<file path="src/rtl/adc_pkg.sv">
// Shared constants, load-source enum and the lane-split helper for the
// two-lane ADC transmit serializer.
package adc_pkg;

  localparam int          ADC_LANES            = 2;
  localparam int          SAMPLE_W_DEFAULT     = 16;
  localparam logic [15:0] IDLE_PATTERN_DEFAULT = 16'hA5A5;

  // Largest sample the lane-split helper can take apart.
  localparam int MAX_SAMPLE_W = 64;
  localparam int MAX_LANE_W   = MAX_SAMPLE_W / ADC_LANES;

  typedef logic [MAX_LANE_W-1:0] lane_word_t;

  typedef enum logic [1:0] {
    LOAD_NONE,
    LOAD_HOLD,
    LOAD_BYPASS,
    LOAD_IDLE
  } load_src_e;

  // Lane 1 gets the odd sample bits and lane 0 gets the even bits.
  // Bit i of the result is sample bit 2*i+lane, so the MSB of each lane
  // word is the highest sample bit of that parity.
  function automatic lane_word_t lane_bits(input logic [MAX_SAMPLE_W-1:0] d,
                                           input int lane);
    lane_word_t w;
    w = '0;
    for (int i = 0; i < MAX_LANE_W; i++) begin
      w[i] = d[2*i + lane];
    end
    return w;
  endfunction

endpackage

</file>
<file path="src/rtl/adc_lane_shift.sv">
// N-bit parallel-load shift register that presents its MSB first.
// One instance drives each serial lane.
module adc_lane_shift #(
  parameter int N = 8
) (
  input  logic         i_clk,
  input  logic         i_rst,
  input  logic         i_load,
  input  logic [N-1:0] i_data,
  output logic         o_bit
);

  logic [N-1:0] r_shift;

  always_ff @(posedge i_clk) begin
    if (i_rst) begin
      r_shift <= '0;
    end else if (i_load) begin
      r_shift <= i_data;
    end else begin
      r_shift <= {r_shift[N-2:0], 1'b0};
    end
  end

  assign o_bit = r_shift[N-1];

endmodule

</file>
<file path="src/rtl/adc_lane_tx.sv">
// Two-lane ADC transmit serializer. It takes samples over valid/ready and
// sends them bit-interleaved on two lanes in free-running frames.
module adc_lane_tx
  import adc_pkg::*;
#(
  parameter int                  SAMPLE_W     = SAMPLE_W_DEFAULT,
  parameter logic [SAMPLE_W-1:0] IDLE_PATTERN = SAMPLE_W'(IDLE_PATTERN_DEFAULT)
) (
  input  logic                i_clk,
  input  logic                i_rst,
  input  logic [SAMPLE_W-1:0] i_s_data,
  input  logic                i_s_valid,
  output logic                o_s_ready,
  input  logic                i_clear_underrun,
  output logic                o_ln0,
  output logic                o_ln1,
  output logic                o_fr,
  output logic                o_frame_start,
  output logic                o_underrun
);

  localparam int            N        = SAMPLE_W / ADC_LANES;
  localparam int            CW       = (N > 1) ? $clog2(N) : 1;
  localparam int            FR_BITS  = (N + 1) / 2;
  localparam logic [CW-1:0] CNT_LAST = CW'(N - 1);

  logic [CW-1:0]       r_cnt;
  logic [CW-1:0]       w_cnt_next;
  logic                r_hold_full;
  logic [SAMPLE_W-1:0] r_hold;
  logic                r_fr;
  logic                r_frame_start;
  logic                r_underrun;

  logic                w_xfer;
  logic                w_load_edge;
  load_src_e           w_src;
  logic [SAMPLE_W-1:0] w_load_word;
  logic [N-1:0]        w_lane0_word;
  logic [N-1:0]        w_lane1_word;

  assign o_s_ready   = ~r_hold_full & ~i_rst;
  assign w_xfer      = i_s_valid & o_s_ready;
  assign w_load_edge = (r_cnt == CNT_LAST);
  assign w_cnt_next  = w_load_edge ? '0 : r_cnt + CW'(1);

  // A held sample goes out first. An empty holding register lets an incoming
  // sample go straight to the shifters. Otherwise the idle word is sent.
  always_comb begin
    w_src       = LOAD_NONE;
    w_load_word = IDLE_PATTERN;
    if (w_load_edge) begin
      if (r_hold_full) begin
        w_src       = LOAD_HOLD;
        w_load_word = r_hold;
      end else if (w_xfer) begin
        w_src       = LOAD_BYPASS;
        w_load_word = i_s_data;
      end else begin
        w_src       = LOAD_IDLE;
        w_load_word = IDLE_PATTERN;
      end
    end
  end

  assign w_lane1_word = N'(lane_bits(MAX_SAMPLE_W'(w_load_word), 1));
  assign w_lane0_word = N'(lane_bits(MAX_SAMPLE_W'(w_load_word), 0));

  always_ff @(posedge i_clk) begin
    if (i_rst) begin
      r_cnt         <= CNT_LAST;
      r_hold_full   <= 1'b0;
      r_hold        <= '0;
      r_fr          <= 1'b0;
      r_frame_start <= 1'b0;
      r_underrun    <= 1'b0;
    end else begin
      r_cnt         <= w_cnt_next;
      r_fr          <= (int'(w_cnt_next) < FR_BITS);
      r_frame_start <= w_load_edge;

      unique case (w_src)
        LOAD_HOLD: begin
          r_hold_full <= w_xfer;
          if (w_xfer) begin
            r_hold <= i_s_data;
          end
        end
        LOAD_NONE: begin
          if (w_xfer) begin
            r_hold_full <= 1'b1;
            r_hold      <= i_s_data;
          end
        end
        default: begin
          r_hold_full <= r_hold_full;
        end
      endcase

      // If a set and a clear land on the same edge, the set wins.
      if (w_src == LOAD_IDLE) begin
        r_underrun <= 1'b1;
      end else if (i_clear_underrun) begin
        r_underrun <= 1'b0;
      end
    end
  end

  adc_lane_shift #(.N(N)) u_lane0 (
    .i_clk  (i_clk),
    .i_rst  (i_rst),
    .i_load (w_load_edge),
    .i_data (w_lane0_word),
    .o_bit  (o_ln0)
  );

  adc_lane_shift #(.N(N)) u_lane1 (
    .i_clk  (i_clk),
    .i_rst  (i_rst),
    .i_load (w_load_edge),
    .i_data (w_lane1_word),
    .o_bit  (o_ln1)
  );

  assign o_fr          = r_fr;
  assign o_frame_start = r_frame_start;
  assign o_underrun    = r_underrun;

endmodule

</file>
<file path="config.mk">
export PLATFORM = sky130hd
export DESIGN_NAME = adc_lane_tx
export DESIGN_NICKNAME = d
export VERILOG_FILES = /design/src/rtl/adc_pkg.sv /design/src/rtl/adc_lane_shift.sv /design/src/rtl/adc_lane_tx.sv
export SDC_FILE = /design/constraint.sdc
export NUM_CORES = 1
export LEC_CHECK = 0
export CAP_MARGIN = 0
export CORE_UTILIZATION = 40
export DETAILED_ROUTE_END_ITERATION = 8
export GPL_TIMING_DRIVEN = 0
export REMOVE_ABC_BUFFERS = 1
export SLEW_MARGIN = 20
export SYNTH_ARGS = -nofsm -noshare
export SYNTH_HDL_FRONTEND = slang
export SYNTH_HIERARCHICAL = 1
export SYNTH_SLANG_ARGS = --single-unit
export TNS_END_PERCENT = 30
</file>
<file path="constraint.sdc">
create_clock -name i_clk -period 3.01 [get_ports i_clk]
set_input_delay 0.7525 -clock i_clk [delete_from_list [all_inputs] [get_ports i_clk]]
set_output_delay 0.7525 -clock i_clk [all_outputs]
set_load 0.02 [all_outputs]
</file>
==> metrics, run 1 <==
Clock power frac 31.9%; Fin Clk Skew 0.00594 ns; mux share of post-synthesis cell area 15.7%; Layout area overhead 18.8%; critical path endpoint category flop; synth unique cells 24; All-Layer GR Usage 15.1%; CP required 3.23 ns; Leak 0.837 nW; commonest non-fill, non-tap cell in the layout dfxtp_1; CTS Buffer Depth 2; Synth Area in Adders 1.31%; clock net sink count 39; slew margin rel. 46.8%; drt drc 5; clock period minus worst slack 2.65 ns; clk_lat worst skew 0.29 ns; initial core utilization 42.7%; vias in the first global route 1,320; violated checks design-rule violations; # hold bufs at CTS 0; grt ovf 0; standard-cell rows 24; Post-DP HPWL 2130 µm; placed cell area between 2000 and 2500 µm²; post-synthesis compound-gate area fraction 5.89%; CTS resizes 0; worst setup margin between 0.3 and 0.4 ns; most frequent cells in the layout dfxtp_1, nand2b_1, mux2i_1, clkdlybuf4s50_1, nor2_1; placer congestion estimate between 0.6 and 0.7; top post-synthesis cells by area dfxtp_1, mux2i_1, nand2b_1, nand4bb_1, nor4b_1; clock root buffer clkbuf_8; Ys Warns 6; critical path class primary input to flop; sequential share of power between 40% and 50%; die height 71.1 µm; Via density 5.14; internal power between 0.001 and 0.0015 W; design area 2270 µm²; largest family of logic cells by synthesized area simple AND/OR/NAND/NOR gates; Synth area leader dfxtp_1; Setup WS pre-CTS -0.0253 ns; Max Slew Vio Count 0; Vias 1,366; CTS tree built; H-tree depth 2; register area share after synthesis 40.8%; initial antenna violation count 0; crit share post-route 88.1%; Sw Share 26.9%; pwr dens just over 600 nW/µm²; Finish-stage setup viols 0; sw power 0.000380 W; Final Hold Viols 0; DRT antenna net count 0; CP Data Arrival Time 2.88 ns; initial DRC count 92; Nets 235; TNS Setup 0 ns; largest net degree at the start of global routing 40; Mean Syn Cell Area 9.70 µm²; first-pass GRT wire length 5930 µm; worst-path maximum fanout 19; total CTS buffers 5; full die area 5060 µm²; outcome complete, but fails checks; Comb power frac 23.7%; Yosys top cell area share about two fifths; RSZ-0062 raised after global routing false; crit path launch type primary input; Tightest Pin Transition 0.797 ns; fraction of layout instances using a drive strength above 1 8.41%; max-cap violations 0; Mapped Cells 197; Core ar. 4470 µm²; Port-buffer cells 25; synthesized flop and latch total 39; Post-CTS Setup Bufs 0; Post-Synth XOR/XNOR Area 0%; die width approximately 71 µm; type of the worst min-delay path flop to flop; final WL 3420 µm; VDD IR max 0.244 mV; fmax approximately 380 MHz; Avg WL per Cell 12.8 µm; clock transition at the registers of the reported paths 0.08 ns; Final Core Density about half; io pins 26; Mapped Area approximately 1900 µm²; Post-Synth Simple-Gate Area 29.9%; first-pass iteration count of the detailed router 8; ANT cells 0; hold_ws 0.440 ns
worst max-delay path: stages:
cell and delay (ns):
clkdlybuf4s50_1 0.92, nor3b_4 0.74, buf_6 0.25, mux2i_1 0.21
stage by stage:
stage	std cells	total power, W
2_1_floorplan	179	0.000854
3_3_place_gp	256	0.000962
3_5_place_dp	258	0.000981
4_1_cts	266	0.00144
5_1_grt	266	0.00150
6_report	266	0.00141
worst paths after layout:
path,start,endpoint,slack [ns],cells past startpoint
setup / recovery,i_s_valid,r_hold[7],0.36,4
hold reg to reg,r_cnt[0],r_cnt[0],0.44,1
hold / removal,r_cnt[0],r_cnt[0],0.44,1
setup reg to reg,r_cnt[0],r_hold[7],0.82,5
per-layer routing:
layer / up-vias / global-route usage [%] / share of wire, %
met5: - / 0 / 0
li1: 702 / - / -
met2: 29 / 25.6 / 47
met3: 7 / 3.85 / 5.0
met1: 628 / 17.4 / 45
met4: 0 / 8.00 / 2.2
cells in the mapped netlist:
cell,n
buf_2,7
clkbuf_1,5
or3b_1,1
nor2_1,16
dfxtp_1,39
a21oi_1,1
nor2b_1,9
and3b_2,2
a21boi_0,8
or2_2,2
mux2i_1,30
o21bai_1,1
o21ai_0,8
nor3b_2,1
ha_1,2
nor3_1,1
nand4bb_1,8
inv_1,1
nor4b_1,8
buf_12,1
clkbuf_2,2
nand2b_1,33
nand2_1,8
buf_6,3
area by class of cell:
cell class              instances  area, µm²
repair buffers                 27        284
well taps                      52       65.1
inverters                       1       3.75
clock inverters                 2       35.0
flip-flops and latches         39        782
clock buffers                   6       82.6
fillers                       415       2200
multi-input cells             139       1020
flip-flops by register name, indices dropped and copies added, names as in the netlist:
name and flops:
r_hold 16, u_lane0/r_shift 8, u_lane1/r_shift 8, r_cnt 3, o_fr 1, o_frame_start 1
o_underrun 1, r_hold_full 1
power by group through the flow:
stage	Combinational, W	Clock, W	Sequential (W)
detailed placement	0.000340	0	0.000641
global placement	0.000326	0	0.000636
floorplan	0.000212	0	0.000642
global route	0.000369	0.000494	0.000639
finish	0.000334	0.000450	0.000629
CTS	0.000342	0.000468	0.000629
cell families (layout without fill, tap and decap cells):
kind of cell | Yosys count | in the layout
mux | 30 | 30
buf+inv | 19 | 36
fa+ha+maj | 2 | 2
flops | 39 | 39
compound gates | 18 | 18
simple gates | 89 | 89
No activity file was read; power rests on OpenSTA's default activity.
==> run 2: changes to the inputs <==
--- a/config.mk
+++ b/config.mk
@@ -8,6 +8,7 @@
 export CAP_MARGIN = 0
 export CORE_UTILIZATION = 40
 export DETAILED_ROUTE_END_ITERATION = 8
+export DONT_BUFFER_PORTS = 1
 export GPL_TIMING_DRIVEN = 0
 export REMOVE_ABC_BUFFERS = 1
 export SLEW_MARGIN = 20
==> run 2 against run 1 <==
The flow still finishes with violations (design-rule violations). Total power shrank 13%. Sequential share of layout area up 5.3 points. Non-clock buffer count decreased by 26. Combinational power decreased by 23%. Final cell count shrank 9.8%. Final area decreased by 13%. Hold slack improved by 0.022 ns. Clock power shrank 26%. Global-route usage fell by 0.20 points. Die area unchanged. Sequential power up 3%. Critical endpoint is now r_hold[11].
==> metrics, run 2 (same netlist as run 1, synthesis figures left out) <==
first-pass GRT wire length 5740 µm (was 5930 µm); DRT antenna net count 0 (unchanged); commonest non-fill, non-tap cell in the layout dfxtp_1 (unchanged); io pins 26 (unchanged); Crit-path slowest cell nor3b_4 (was clkdlybuf4s50_1); Leak 0.711 nW (was 0.837 nW); design area 1970 µm² (was 2270 µm²); total CTS buffers 5 (unchanged); Reg with most FFs r_hold (unchanged); critical path class flop to flop (was primary input to flop); fmax 477 MHz (was 377 MHz); final WL 3380 µm (was 3420 µm); crit share post-route 69.7% (was 88.1%); Core ar. 4470 µm² (unchanged); first-pass iteration count of the detailed router 8 (unchanged); vias in the first global route 1,266 (was 1,320); VDD IR max 0.270 mV (was 0.244 mV); Post-CTS Setup Bufs 0 (unchanged); family with the most delay on the worst path adder cells (was buffers and inverters); placed cell area 1880 µm² (was 2150 µm²); Comb power frac 20.8% (was 23.7%); H-tree depth 2 (unchanged); die width 71.1 µm (unchanged); # hold bufs at CTS 0 (unchanged); multi-input gate area in the final layout 1020 µm² (unchanged); Layout area overhead 2.81% (was 18.8%); initial DRC count 55 (was 92); slowest stage delay, CP 0.62 ns (was 0.92 ns); Buf/Inv on CP 1 (was 2); initial antenna violation count 0 (unchanged); die height 71.1 µm (unchanged); slew margin rel. 46.7% (was 46.8%); worst setup margin 0.912 ns (was 0.358 ns); type of the worst min-delay path flop to flop (unchanged); Setup WS pre-CTS 0.834 ns (was -0.0253 ns); clock period minus worst slack 2.10 ns (was 2.65 ns); CP Data Arrival Time 2.31 ns (was 2.88 ns); clock root buffer clkbuf_8 (unchanged); drt drc 3 (was 5); Largest register FFs 16 (unchanged); violated checks design-rule violations (unchanged); filler instances 442 (was 415); Fin Clk Skew 0.00502 ns (was 0.00594 ns); outcome complete, but fails checks (unchanged); All-Layer GR Usage 14.9% (was 15.1%); CTS resizes 0 (unchanged); Via density 5.35 (was 5.14); clk_lat worst skew 0.28 ns (was 0.29 ns); worst-path maximum fanout 37 (was 19); clock transition at the registers of the reported paths 0.07 ns (was 0.08 ns); Vias 1,284 (was 1,366); sw power 0.000345 W (was 0.000380 W); clock net sink count 39 (unchanged); CTS Buffer Depth 2 (unchanged); full die area 5060 µm² (unchanged); Largest regs r_hold x16, u_lane0/r_shift x8, u_lane1/r_shift x8 (unchanged); grt ovf 0 (unchanged); Sw Share 28.0% (was 26.9%); pwr dens 627 nW/µm² (was 622 nW/µm²); Finish-stage setup viols 0 (unchanged); largest net degree at the start of global routing 72 (was 40); worst-path cell chain ha_1 > ha_2 > nor3b_4 > buf_8 > mux2i_1 (was clkdlybuf4s50_1 > nor3b_4 > buf_6 > mux2i_1); initial core utilization 42.7% (unchanged); CTS tree built (unchanged); CP required 3.22 ns (was 3.23 ns); RSZ-0062 raised after global routing false (unchanged); standard-cell rows 24 (unchanged); Tot Pwr 0.00123 W (was 0.00141 W); Port-buffer cells 0 (was 25); critical path endpoint category flop (unchanged); fraction of layout instances using a drive strength above 1 7.45% (was 8.41%); FF-to-FF setup slack 0.91 ns (was 0.82 ns); crit path launch type flop (was primary input); Final Hold Viols 0 (unchanged); Max Slew Vio Count 0 (unchanged); Post-DP HPWL 2030 µm (was 2130 µm); Nets 209 (was 235); Avg WL per Cell 14.1 µm (was 12.8 µm); Clock power frac 26.9% (was 31.9%); max-cap violations 0 (unchanged); placer congestion estimate 0.634 (was 0.646); Tightest Pin Transition 0.800 ns (was 0.797 ns); most frequent cells in the layout dfxtp_1, nand2b_1, mux2i_1, nor2_1, nor2b_1 (was dfxtp_1, nand2b_1, mux2i_1, clkdlybuf4s50_1, nor2_1); ANT cells 0 (unchanged); sequential share of power 52.3% (was 44.5%); Sequential cell area 782 µm² (unchanged); internal power 0.000887 W (was 0.00103 W)
==> run 2: worst paths after layout <==
check / depth (start not counted) / from / to
hold reg to reg: 2 / u_lane0/r_shift[3] / u_lane0/r_shift[4]
setup reg to reg: 5 / r_cnt[0] / r_hold[11]
setup / recovery: 5 / r_cnt[0] / r_hold[11]
hold / removal: 2 / u_lane0/r_shift[3] / u_lane0/r_shift[4]
==> run 2: cell type report <==
cell class / instances / share of cell area [%]
clock buffers: 7 / 3.88
clock inverters: 1 / 0.255
inverters: 1 / 0.191
multi-input cells: 139 / 51.8
flip-flops and latches: 39 / 39.8
well taps: 52 / 3.31
repair buffers: 1 / 0.764
==> run 2: worst reg2reg max path: stages (launching register included) <==
cell and delay, ns:
dfxtp_1 0.32, ha_1 0.21, ha_2 0.43, nor3b_4 0.63
buf_8 0.24, mux2i_1 0.20
==> run 2: metal layers <==
layer / track usage (%) / vias up / routed length (µm)
met2: 24.4 / 27 / 1590
met4: 7.33 / 0 / 66
met5: 0 / - / 0
met1: 17.3 / 610 / 1560
li1: - / 640 / -
met3: 5.13 / 7 / 169
==> run 2: per-stage QoR <==
stage / instances / util [%] / hold WS, ns / TNS, ns
2_1_floorplan: 179 / - / 0.413 / 0
3_3_place_gp: 231 / 41.6 / 0.423 / -1.41
3_5_place_dp: 232 / 42.1 / 0.449 / 0
4_1_cts: 240 / 43.9 / 0.467 / 0
5_1_grt: 240 / 43.9 / 0.488 / 0
6_report: 240 / 43.9 / 0.462 / 0
==> run 2: power groups by stage <==
| stage | clock [W] | sequential, W | combinational, W |
|---|---|---|---|
| after floorplan | 0 | 0.000642 | 0.000212 |
| after global placement | 0 | 0.000651 | 0.000243 |
| after detailed placement | 0 | 0.000657 | 0.000261 |
| after CTS | 0.000350 | 0.000645 | 0.000262 |
| after global routing | 0.000375 | 0.000654 | 0.000287 |
| final | 0.000332 | 0.000645 | 0.000256 |
==> run 3: changes to the inputs <==
==> constraint.sdc (replaced) <==
create_clock -name i_clk -period 1.8 [get_ports i_clk]
set_input_delay 0.45 -clock i_clk [delete_from_list [all_inputs] [get_ports i_clk]]
set_output_delay 0.45 -clock i_clk [all_outputs]
set_load 0.02 [all_outputs]
==> run 3 against run 2 <==
The run still ends with design-rule violations left. Final cell count increased by 0.83%. Hold slack got worse by 0.23 ns. Wire length is 2.4% higher. Critical endpoint is now r_hold[0].
==> metrics, run 3 (same netlist as run 1, synthesis figures left out) <==
outcome complete, but fails checks (unchanged); violated checks design-rule violations (unchanged); Layout area overhead 4.25% (was 2.81%); All-Layer GR Usage 15.0% (was 14.9%); type of the worst min-delay path primary input to flop (was flop to flop); Port-buffer cells 0 (unchanged); met2 usage 24.7% (was 24.4%); initial DRC count 41 (was 55); Finish-stage setup viols 0 (unchanged); largest net degree at the start of global routing 72 (unchanged); first-pass iteration count of the detailed router 6 (was 8); Comb power frac 21.7% (was 20.8%); RSZ-0062 raised after global routing false (unchanged); CP Data Arrival Time 1.88 ns (was 2.31 ns); CTS Buffer Depth 2 (unchanged); Max Slew Vio Count 0 (unchanged); CP required 2.02 ns (was 3.22 ns); DRT antenna net count 0 (unchanged); Final Core Density 44.5% (was 43.9%); fraction of layout instances using a drive strength above 1 8.42% (was 7.45%); final WL 3460 µm (was 3380 µm); io pins 26 (unchanged); drt drc 5 (was 3); initial core utilization 42.7% (unchanged); met1 Track Usage GR 17.5% (was 17.3%); Avg WL per Cell 14.3 µm (was 14.1 µm); most frequent cells in the layout dfxtp_1, nand2b_1, mux2i_1, nor2_1, nor2b_1 (unchanged); max-cap violations 0 (unchanged); Fin Clk Skew 0.00495 ns (was 0.00502 ns); critical path class flop to flop (unchanged); sw power 0.000594 W (was 0.000345 W); Largest register FFs 16 (unchanged); CTS tree built (unchanged); hold_ws 0.236 ns (was 0.462 ns); Tightest Pin Transition 0.468 ns (was 0.800 ns); clk_lat worst skew 0.28 ns (about the same); VDD IR max 0.459 mV (was 0.270 mV); Leak 0.723 nW (was 0.711 nW); die width 71.1 µm (unchanged); Post-DP HPWL 2030 µm (unchanged); Via density 5.36 (was 5.35); Reg with most FFs r_hold (unchanged); clock net sink count 39 (unchanged); fmax 599 MHz (was 477 MHz); H-tree depth 2 (unchanged); Largest regs r_hold x16, u_lane0/r_shift x8, u_lane1/r_shift x8 (unchanged); internal power 0.00150 W (was 0.000887 W); placer congestion estimate 0.634 (unchanged); crit path launch type flop (unchanged); grt ovf 0 (unchanged); # hold bufs at CTS 0 (unchanged); placed cell count 232 (unchanged); slew margin rel. 68.8% (was 46.7%); Nets 211 (was 209); fin cells 242 (was 240); clock transition at the registers of the reported paths 0.07 ns (about the same); Sw Share 28.3% (was 28.0%); Core ar. 4470 µm² (unchanged); sequential share of power 51.6% (was 52.3%); first-pass GRT wire length 5800 µm (was 5740 µm); met3 usage in global routing 5.13% (unchanged); GRT busiest layer met2 (unchanged); commonest non-fill, non-tap cell in the layout dfxtp_1 (unchanged); clock root buffer clkbuf_8 (unchanged); standard-cell rows 24 (unchanged); critical path endpoint category flop (unchanged); Final Hold Viols 0 (unchanged); TNS Setup 0 ns (unchanged); clock period minus worst slack 1.67 ns (was 2.10 ns); Clock power frac 26.8% (was 26.9%); full die area 5060 µm² (unchanged); pwr dens 1050 nW/µm² (was 627 nW/µm²); die height 71.1 µm (unchanged); vias in the first global route 1,274 (was 1,266); initial antenna violation count 0 (unchanged); worst-path maximum fanout 37 (unchanged); crit share post-route 92.7% (was 69.7%); ANT cells 0 (unchanged); Vias 1,297 (was 1,284); total CTS buffers 5 (unchanged)
[run 3: cell types whose count changed in the layout (fill, tap and decap cells not counted)]
cell / before / now
dfxtp_2: 1 / 0
ha_4: 0 / 1
buf_4: 0 / 2
ha_2: 1 / 0
dfxtp_4: 0 / 1
[run 3: layer usage]
layer  vias up  share of wire [%]
li1        647                  -
met1       616                 47
met2        27                 46
met3         7                5.0
met4         0                2.1
met5         -                  0
[run 3: final timing paths]
path | from | endpoint | slack, ns | cells after the start
worst min-delay path | i_rst | u_lane1/r_shift[2] | 0.24 | 1
worst max register to register | r_cnt[0] | r_hold[0] | 0.13 | 5
worst max-delay path | r_cnt[0] | r_hold[0] | 0.13 | 5
worst min register to register | u_lane0/r_shift[3] | u_lane0/r_shift[4] | 0.46 | 2
[run 3: what timing repair did]
action / CTS / global route
setup endpoints to repair: 21 / 1
gates resized for setup: 2 / 1
pin swaps: 1 / 0
buffers inserted: 2 / 0
[run 3: power groups by stage]
stage	combinational [W]	clock, W	sequential, W
6_report	0.000455	0.000561	0.00108
3_5_place_dp	0.000436	0	0.00110
4_1_cts	0.000460	0.000586	0.00108
2_1_floorplan	0.000355	0	0.00107
3_3_place_gp	0.000406	0	0.00109
5_1_grt	0.000505	0.000626	0.00110
[run 3: worst max-delay path, stage by stage, from the launching register on]
cell and delay [ns]:
dfxtp_1 0.32, ha_1 0.23, ha_4 0.31, nor3b_4 0.30, buf_4 0.21, mux2i_1 0.20
[run 3: layout make-up]
cell class | instances | area, µm²
fill | 439 | 2480
tap | 52 | 65.1
multi-input combinational | 139 | 1030
clock inverter | 1 | 5.00
timing repair buffer | 3 | 30.0
sequential | 39 | 785
inverter | 1 | 3.75
clock buffer | 7 | 76.3
[run 3: per-stage QoR]
step | setup slack [ns] | cell area (µm²) | power, W
after floorplan | -0.655 | 1790 | 0.00143
after global placement | -1.30 | 1860 | 0.00150
after detailed placement | -0.340 | 1880 | 0.00153
after CTS | 0.0362 | 1990 | 0.00213
after global routing | 0.0482 | 1990 | 0.00223
final | 0.132 | 1990 | 0.00210
